File: src/rtl/diffeq_pkg.sv
// diffeq_pkg
// Shared widths and sample types for the difference-equation filter and
// its output stage.
//   DIFFEQ_Y_BITS      : width of the filter output y[n] (filter N_BITS + 3)
//   DIFFEQ_SAMPLE_BITS : width of the system sample handed to the DAC/UART
package diffeq_pkg;

  localparam int DIFFEQ_Y_BITS      = 11;
  localparam int DIFFEQ_SAMPLE_BITS = 8;

  // Wide filter output and narrow system sample, both two's complement.
  typedef logic signed [DIFFEQ_Y_BITS-1:0]      diffeq_y_t;
  typedef logic signed [DIFFEQ_SAMPLE_BITS-1:0] diffeq_sample_t;

endpackage

File: src/rtl/diffeq_sync_fifo.sv
// diffeq_sync_fifo
// Single-clock FIFO with a registered storage array and head read-out.
// Parameters: WIDTH (entry width), DEPTH (entries, power of 2, >= 2).
// Ports:
//   clock, i_reset : clock and synchronous active-high reset
//   push, wr_data  : write request and data
//   pop            : read request (head advances)
//   rd_data        : current head entry (storage is cleared on reset)
//   full, empty    : occupancy flags
module diffeq_sync_fifo
  import diffeq_pkg::*;
#(
  parameter int WIDTH = DIFFEQ_SAMPLE_BITS,
  parameter int DEPTH = 4
) (
  input  logic             clock,
  input  logic             i_reset,
  input  logic             push,
  input  logic             pop,
  input  logic [WIDTH-1:0] wr_data,
  output logic [WIDTH-1:0] rd_data,
  output logic             full,
  output logic             empty
);

  localparam int PW = $clog2(DEPTH);
  localparam int CW = PW + 1;

  logic [WIDTH-1:0] mem_r [DEPTH];
  logic [PW-1:0]    wr_ptr_r;
  logic [PW-1:0]    rd_ptr_r;
  logic [CW-1:0]    count_r;
  logic             pop_ok_s;
  logic             push_ok_s;

  assign full  = (count_r == CW'(DEPTH));
  assign empty = (count_r == CW'(0));

  // A pop on an empty FIFO is ignored; a push on a full FIFO needs a
  // same-cycle pop, which frees the slot the write pointer lands on.
  assign pop_ok_s  = pop && !empty;
  assign push_ok_s = push && (!full || pop_ok_s);

  assign rd_data = mem_r[rd_ptr_r];

  // Storage array: cleared on reset, written at the tail on push.
  always_ff @(posedge clock) begin
    if (i_reset) begin
      for (int i = 0; i < DEPTH; i++) begin
        mem_r[i] <= '0;
      end
    end else if (push_ok_s) begin
      mem_r[wr_ptr_r] <= wr_data;
    end
  end

  // Pointers wrap naturally; occupancy count holds on push+pop.
  always_ff @(posedge clock) begin
    if (i_reset) begin
      wr_ptr_r <= '0;
      rd_ptr_r <= '0;
      count_r  <= '0;
    end else begin
      if (push_ok_s) begin
        wr_ptr_r <= wr_ptr_r + PW'(1);
      end
      if (pop_ok_s) begin
        rd_ptr_r <= rd_ptr_r + PW'(1);
      end
      case ({push_ok_s, pop_ok_s})
        2'b10:   count_r <= count_r + CW'(1);
        2'b01:   count_r <= count_r - CW'(1);
        default: count_r <= count_r;
      endcase
    end
  end

endmodule

File: src/rtl/diffeq_output_stage.sv
// diffeq_output_stage
// Saturates the wide filter output to the system sample width, buffers it
// in a FIFO toward a valid/ready consumer, and keeps saturation and drop
// statistics.
// Build option: DIFFEQ_INSTAB_DETECT_EN enables the sticky instability
// alarm (ALARM_LEN consecutive saturated samples); otherwise o_alarm is 0.
// Ports:
//   clock, i_reset      : clock and synchronous active-high reset
//   i_y, i_valid        : filter output sample and its strobe
//   o_data, o_valid     : FIFO head sample and non-empty flag
//   i_ready             : consumer accepts o_data
//   o_sat_cnt           : saturated-sample count (sticks at 0xFFFF)
//   o_drop_cnt          : samples dropped on a full FIFO (sticks at 0xFF)
//   o_alarm             : sticky instability alarm
module diffeq_output_stage
  import diffeq_pkg::*;
#(
  parameter int IN_BITS    = DIFFEQ_Y_BITS,
  parameter int OUT_BITS   = DIFFEQ_SAMPLE_BITS,
  parameter int FIFO_DEPTH = 4,
  parameter int ALARM_LEN  = 8
) (
  input  logic                clock,
  input  logic                i_reset,
  input  logic [IN_BITS-1:0]  i_y,
  input  logic                i_valid,
  output logic [OUT_BITS-1:0] o_data,
  output logic                o_valid,
  input  logic                i_ready,
  output logic [15:0]         o_sat_cnt,
  output logic [7:0]          o_drop_cnt,
  output logic                o_alarm
);

  logic [IN_BITS-OUT_BITS-1:0] ext_s;
  logic                        sat_hi_s;
  logic                        sat_lo_s;
  logic                        sat_s;
  logic [OUT_BITS-1:0]         sample_s;
  logic                        full_s;
  logic                        empty_s;
  logic                        pop_s;
  logic                        push_s;
  logic                        drop_s;
  logic [15:0]                 sat_cnt_r;
  logic [7:0]                  drop_cnt_r;

  // The value fits in OUT_BITS only if every bit above the new sign bit
  // repeats the sign; otherwise the sign says which rail to clip to.
  assign ext_s    = i_y[IN_BITS-2:OUT_BITS-1];
  assign sat_hi_s = !i_y[IN_BITS-1] && (ext_s != '0);
  assign sat_lo_s = i_y[IN_BITS-1] && (ext_s != '1);
  assign sat_s    = sat_hi_s || sat_lo_s;

  // Clip to max positive / max negative, or keep the low bits.
  always_comb begin
    sample_s = i_y[OUT_BITS-1:0];
    if (sat_hi_s) begin
      sample_s = {1'b0, {(OUT_BITS-1){1'b1}}};
    end else if (sat_lo_s) begin
      sample_s = {1'b1, {(OUT_BITS-1){1'b0}}};
    end else begin
      sample_s = i_y[OUT_BITS-1:0];
    end
  end

  assign o_valid = !empty_s;
  assign pop_s   = o_valid && i_ready;
  assign push_s  = i_valid && (!full_s || pop_s);
  assign drop_s  = i_valid && full_s && !pop_s;

  diffeq_sync_fifo #(
    .WIDTH (OUT_BITS),
    .DEPTH (FIFO_DEPTH)
  ) u_fifo (
    .clock   (clock),
    .i_reset (i_reset),
    .push    (push_s),
    .pop     (pop_s),
    .wr_data (sample_s),
    .rd_data (o_data),
    .full    (full_s),
    .empty   (empty_s)
  );

  // Saturation and drop counters, both holding at their maximum.
  always_ff @(posedge clock) begin
    if (i_reset) begin
      sat_cnt_r  <= 16'h0000;
      drop_cnt_r <= 8'h00;
    end else begin
      if (i_valid && sat_s && (sat_cnt_r != 16'hFFFF)) begin
        sat_cnt_r <= sat_cnt_r + 16'h0001;
      end
      if (drop_s && (drop_cnt_r != 8'hFF)) begin
        drop_cnt_r <= drop_cnt_r + 8'h01;
      end
    end
  end

  assign o_sat_cnt  = sat_cnt_r;
  assign o_drop_cnt = drop_cnt_r;

`ifdef DIFFEQ_INSTAB_DETECT_EN
  localparam int RW = $clog2(ALARM_LEN + 1);

  logic [RW-1:0] run_r;
  logic [RW-1:0] run_nxt_s;
  logic          alarm_r;

  // Consecutive-saturation run length, parked at ALARM_LEN.
  always_comb begin
    run_nxt_s = run_r;
    if (i_valid) begin
      if (!sat_s) begin
        run_nxt_s = '0;
      end else if (run_r != RW'(ALARM_LEN)) begin
        run_nxt_s = run_r + RW'(1);
      end else begin
        run_nxt_s = run_r;
      end
    end else begin
      run_nxt_s = run_r;
    end
  end

  // Run counter and sticky alarm; the alarm sets on the edge the run
  // reaches ALARM_LEN and only a reset clears it.
  always_ff @(posedge clock) begin
    if (i_reset) begin
      run_r   <= '0;
      alarm_r <= 1'b0;
    end else begin
      run_r <= run_nxt_s;
      if (run_nxt_s == RW'(ALARM_LEN)) begin
        alarm_r <= 1'b1;
      end
    end
  end

  assign o_alarm = alarm_r;
`else
  logic [31:0] alarm_len_unused_s;
  assign alarm_len_unused_s = 32'(ALARM_LEN);
  assign o_alarm = 1'b0;
`endif

endmodule

File: config.mk
export PLATFORM = sky130hd
export DESIGN_NAME = diffeq_output_stage
export DESIGN_NICKNAME = d
export VERILOG_FILES = /design/src/rtl/diffeq_pkg.sv /design/src/rtl/diffeq_sync_fifo.sv /design/src/rtl/diffeq_output_stage.sv
export SDC_FILE = /design/constraint.sdc
export NUM_CORES = 1
export LEC_CHECK = 0
export ABC_AREA = 1
export CORE_MARGIN = 2
export CORE_UTILIZATION = 55
export CTS_BUF_LIST = sky130_fd_sc_hd__clkbuf_4 sky130_fd_sc_hd__clkbuf_8 sky130_fd_sc_hd__clkbuf_16
export DETAILED_ROUTE_END_ITERATION = 7
export DONT_BUFFER_PORTS = 1
export PLACE_DENSITY = 0.7
export SETUP_SLACK_MARGIN = 0.02
export SYNTH_ARGS = -nofsm -noshare
export SYNTH_HDL_FRONTEND = slang
export SYNTH_HIERARCHICAL = 1
export SYNTH_SLANG_ARGS = --single-unit
File: constraint.sdc
create_clock -name clock -period 2.7 [get_ports clock]
set_clock_uncertainty 0.05 [all_clocks]
set_input_delay 0.54 -clock clock [delete_from_list [all_inputs] [get_ports clock]]
set_output_delay 0.54 -clock clock [all_outputs]
set_load 0.01 [all_outputs]
=== Word level (Yosys, flattened, before mapping) ===
Memory sizes are Yosys's and may differ from the RTL's. A register that Yosys moved wholly into a read port is not among the register bits.
Index checks and enable logic that the tools add are counted.

* Flip-flop bits (word level): 31
* Output and inout bits: 34
* Word-level logic and storage cells: 53
* RAM bits: 32
* Memories: 1

{| class="wikitable"
|+ Memory list
! memory !! depth !! width !! read ports !! clocked after Yosys merged registers in !! wr ports !! line !! RTL
|-
| u_fifo.mem_r || 4 || 8 || 1 || 1 || 4 || diffeq_sync_fifo.sv:29 || <nowiki>logic [WIDTH-1:0] mem_r [DEPTH];</nowiki>
|}

* $add $sub $neg: 6
* Mux-type cells: 13
* Eq/ne operators: 6
* Reduce and logical (&&, ||, !) cells: 22

{| class="wikitable"
|+ Operator list
! kind !! number
|-
| $mux W8 || 3
|-
| $add A16 B1 Y16 const B || 1
|-
| $ne A16 B16 Y1 const B || 1
|-
| $logic_and A1 B1 Y1 || 11
|-
| $add A8 B1 Y8 const B || 1
|-
| $ne A8 B8 Y1 const B || 1
|-
| $reduce_or A8 Y1 || 1
|-
| $mux W1 || 6
|-
| $mux W2 || 3
|-
| $pmux W3 S2 || 1
|-
| $add A2 B1 Y2 const B || 2
|-
| $logic_not A1 Y1 || 4
|-
| $add A3 B1 Y3 const B || 1
|-
| $eq A3 B3 Y1 const B || 1
|-
| $logic_not A3 Y1 || 1
|-
| $logic_or A1 B1 Y1 || 3
|-
| $ne A3 B3 Y1 const B || 1
|-
| $reduce_bool A3 Y1 || 1
|-
| $sub A3 B1 Y3 const B || 1
|-
| $eq A2 B1 Y1 const B || 1
|-
| $eq A2 B2 Y1 const B || 1
|-
| $reduce_bool A2 Y1 || 1
|}

=== Longest topological paths before layout ===
* Word-level depth: 11
* Depth in mapped cells: 14
* Gate-level depth less buffers: 14

=== By module ===
Netlist, hierarchy kept.

{| class="wikitable"
|+ By module, submodules not included
! module !! area each (um2) !! seq. area each (um2) !! cells each !! instances
|-
| diffeq_sync_fifo || 1,844.3 || 1,141.1 || 191 || 1
|-
| diffeq_output_stage || 1,570.3 || 480.5 || 255 || 1
|}

=== Least setup slack after synthesis ===
Ideal clock, no wire load.

* Path type: input-to-reg
* Start point: input i_ready
* End point: memory u_fifo/mem_r[3][0] (netlist name) (enable)
* Stages: 6
* Arrival time: 2,029 ps
* Buffers on the path: 0
* Slack: 234 ps
* Cells stage by stage: inv_1 > nor2_1 > inv_1 > a21oi_1 > nand2_1 > o31ai_1

{| class="wikitable"
|+ RTL lines
! element !! line !! RTL
|-
| start, declared || diffeq_output_stage.sv:29 || <nowiki>input logic i_ready,</nowiki>
|-
| end, declared || diffeq_sync_fifo.sv:29 ||
|}

==> flow_summary.toml <==
[run_status]
status = "finished, final reports clean"

[routing]
wire_per_inst_um = 12.99
drc = 0
wl_um = 6939
viasPerCell = 5.167
drtIter0Drc = 92
antenna_left = 0
first_pass_iters = 6
vias = 2759

[yosys]
synth_top_family_by_area = "simple AND/OR/NAND/NOR gates"
syn-num-nets = 464
ys_top_cells_by_area = "edfxtp_1 28%, dfxtp_1 19%, nor2_1 10%, nand2_1 10%, inv_1 5.7%"
async_reset_ff_frac = 0
synthXorXnorAreaFrac = 0.02822
yosysMostFrequentCell = "nor2_1"
yosys.area.top_type = "edfxtp_1"
synth_common_cells = "93 x nor2_1, 91 x nand2_1, 52 x inv_1"
synth_area_sq_um = 3415
yosysSeqAreaShare = 0.4749
synth_seq_cells = 65
synth_flop_cell = "dfxtp_1"
synth_top_area_frac = 0.2814
syn_avg_cell_area_sq_um = 7.656
synth-edff-count = 32
synth_compound_area_frac = 0.08135
synthCells = 446
synth.area.mux_share = 0
synth_warnings = 6
synth-simple-area-share = 0.3170
synthAdderAreaFrac = 0.01319
ys_types = 33

[sta]
hold_ws_ns = 0.2122
setup_viol = 0
period_share = 0.8791
hold_viol = 0
finalMaxSlewViolations = 0
worst_pin_slew_ns = 0.5329
tns_ns = 0
fin_crit_ns = 2.374
rsz0062_at_grt = "no"
slew_headroom = 0.6443
fmax_ghz = 0.4213

[layout]
synthToLayoutAreaGrowth_pct = 8.428
diodes = 0
multi_input_area_sq_um = 1505
drive_above_1_share = 0.1155
finalNonFillerCells = 534
nNetsFinal = 472
fill_cells = 546
regArea_sq_um = 1622

[critical_path]
required_ns = 2.70
startpoint = "u_fifo/count_r[2]$_SDFFE_PP0P_"
critical_path.startpoint_type = "flip-flop"
critPathArrivalTime_ns = 2.37
reg2reg_from = "u_fifo/count_r[2]$_SDFFE_PP0P_"
critPathMaxFanout = 10
critPathCaptureType = "flip-flop"
worst-setup-path-type = "flip-flop to flip-flop"

[grt]
grt-ovfl-total = 0
grt_max_degree = 20
grt_pass1_vias = 2585
grt_usage = 0.2204
grt_pass1_wl_um = 11140
antenna_found_initial = 0

[cts]
cts-root-buf = "clkbuf_8"
numCtsBuffers = 9
htreeDepth = 3
cts_hold_buf = 0
cts.path.max_buffers = 2
clk_pin_slew_ns = 0.07
cts_tree = "built"
insertion_delay_ns = 0.33
cts_setup_buffers = 0
cts_resized = 0
clock-sinks = 65

[job]
maxCapViolations = 0

[pwr]
internal_power_w = 0.001795
worst_ir_drop_vdd_uv = 439.1
switchingPower_w = 0.0007785
powerDensity_nw_per_um2 = 695.0
total_leakage_power_nw = 1.581
pwr-share-clk = 0.345
seq_power_share = 0.476
swShare = 0.3025
combPwrFrac = 0.179

[hold_path]
min_from = "i_reset"
min_path_type = "input port to flip-flop"

[placement]
hpwl_um = 5149
gp_congestion = 0.8143
place_inst = 518
port_buffers = 0

[floorplan]
start_util = 0.5733
die_w_um = 82.79
io_pins = 49
core_sq_um = 5956
die-height_um = 82.79
dieArea_sq_um = 6854
fp-row-count = 28
critical path: stages, from the launching register on:
cell and delay, ns:
dfxtp_1 0.34, inv_1 0.07, nand2_1 0.10, inv_1 0.06, nor2_1 0.24, inv_1 0.07
a21oi_1 0.40, nand3_4 0.22, inv_2 0.13, nand2_4 0.08, o21ai_1 0.13, buf_4 0.19
layer usage:
| metal | global-route usage | up-vias | part of all wire |
|---|---|---|---|
| li1 | - | 1431 | - |
| met1 | 0.2251 | 1253 | 0.41 |
| met2 | 0.4097 | 62 | 0.52 |
| met3 | 0.05411 | 13 | 0.049 |
| met4 | 0.1197 | 0 | 0.021 |
| met5 | 0 | - | 0 |
through the flow:
step	cell area [sq um]	setup slack, ns	utilization	total power [W]
2_1_floorplan	3415	0.2342	-	0.001607
5_1_grt	3702	0.1346	0.6216	0.002713
3_5_place_dp	3483	0.3431	0.5849	0.001710
4_1_cts	3702	0.3445	0.6216	0.002593
6_report	3702	0.3264	0.6216	0.002573
3_3_place_gp	3483	0.3795	0.5849	0.001694
state kept, by name (all words and copies together), names as in the netlist, named ones only:
signal           cells
o_sat_cnt           16
u_fifo/count_r       3
o_drop_cnt           8
u_fifo/rd_ptr_r      2
u_fifo/wr_ptr_r      2
u_fifo/mem_r        32
cell usage in the layout (no fill, tap or decap), types with 3 or more instances in the layout:
master      count
nand4_1         6
edfxtp_1       32
nand2_4         3
nand3_1        18
clkinv_1        4
clkbuf_8        9
xor2_1         10
inv_1          52
nand2_1        91
dfxtp_1        33
inv_2           4
nor2_1         93
clkinvlp_4      4
o21ai_0        29
nand2_2         6
nor3_1          9
a21oi_1        11
buf_4           5
o22ai_1         8
nor2_2         16
path summary, 6_finish.rpt:
check / cells past startpoint / slack, ns / end
hold / removal: 1 / 0.21 / o_drop_cnt[5]$_SDFFE_PP0P_
setup / recovery: 11 / 0.33 / u_fifo/mem_r[0][7]$_SDFFCE_PN0P_
setup reg to reg: 11 / 0.33 / u_fifo/mem_r[0][7]$_SDFFCE_PN0P_
hold reg to reg: 1 / 0.41 / u_fifo/rd_ptr_r[1]$_SDFFE_PP0N_
layout make-up:
class	instances	share of cell area
Multi-Input combinational cell	313	0.4066
Tap cell	75	0.02535
Clock buffer	9	0.03346
Timing Repair Buffer	5	0.01014
Sequential cell	65	0.4380
Inverter	60	0.06083
Clock inverter	7	0.02568
power groups by stage:
| stage | sequential [W] | clock (W) | combinational, W |
|---|---|---|---|
| after floorplan | 0.00121 | 0 | 0.000393 |
| after global placement | 0.00124 | 0 | 0.000451 |
| after detailed placement | 0.00125 | 0 | 0.000463 |
| after CTS | 0.00122 | 0.000903 | 0.000465 |
| after global routing | 0.00124 | 0.000946 | 0.000528 |
| final | 0.00122 | 0.000888 | 0.000461 |
logic make-up (layout without fill, tap and decap cells):
logic type | Yosys count | count (layout)
adders and majority gates | 3 | 3
buffers and inverters | 68 | 81
xor gates and xnor gates | 11 | 11
other | 1 | 1
AOI/OAI and AO/OA | 52 | 52
DFF | 65 | 65
and+or+nand+nor | 246 | 246
Note: power is estimated with default switching activity, not from simulation.
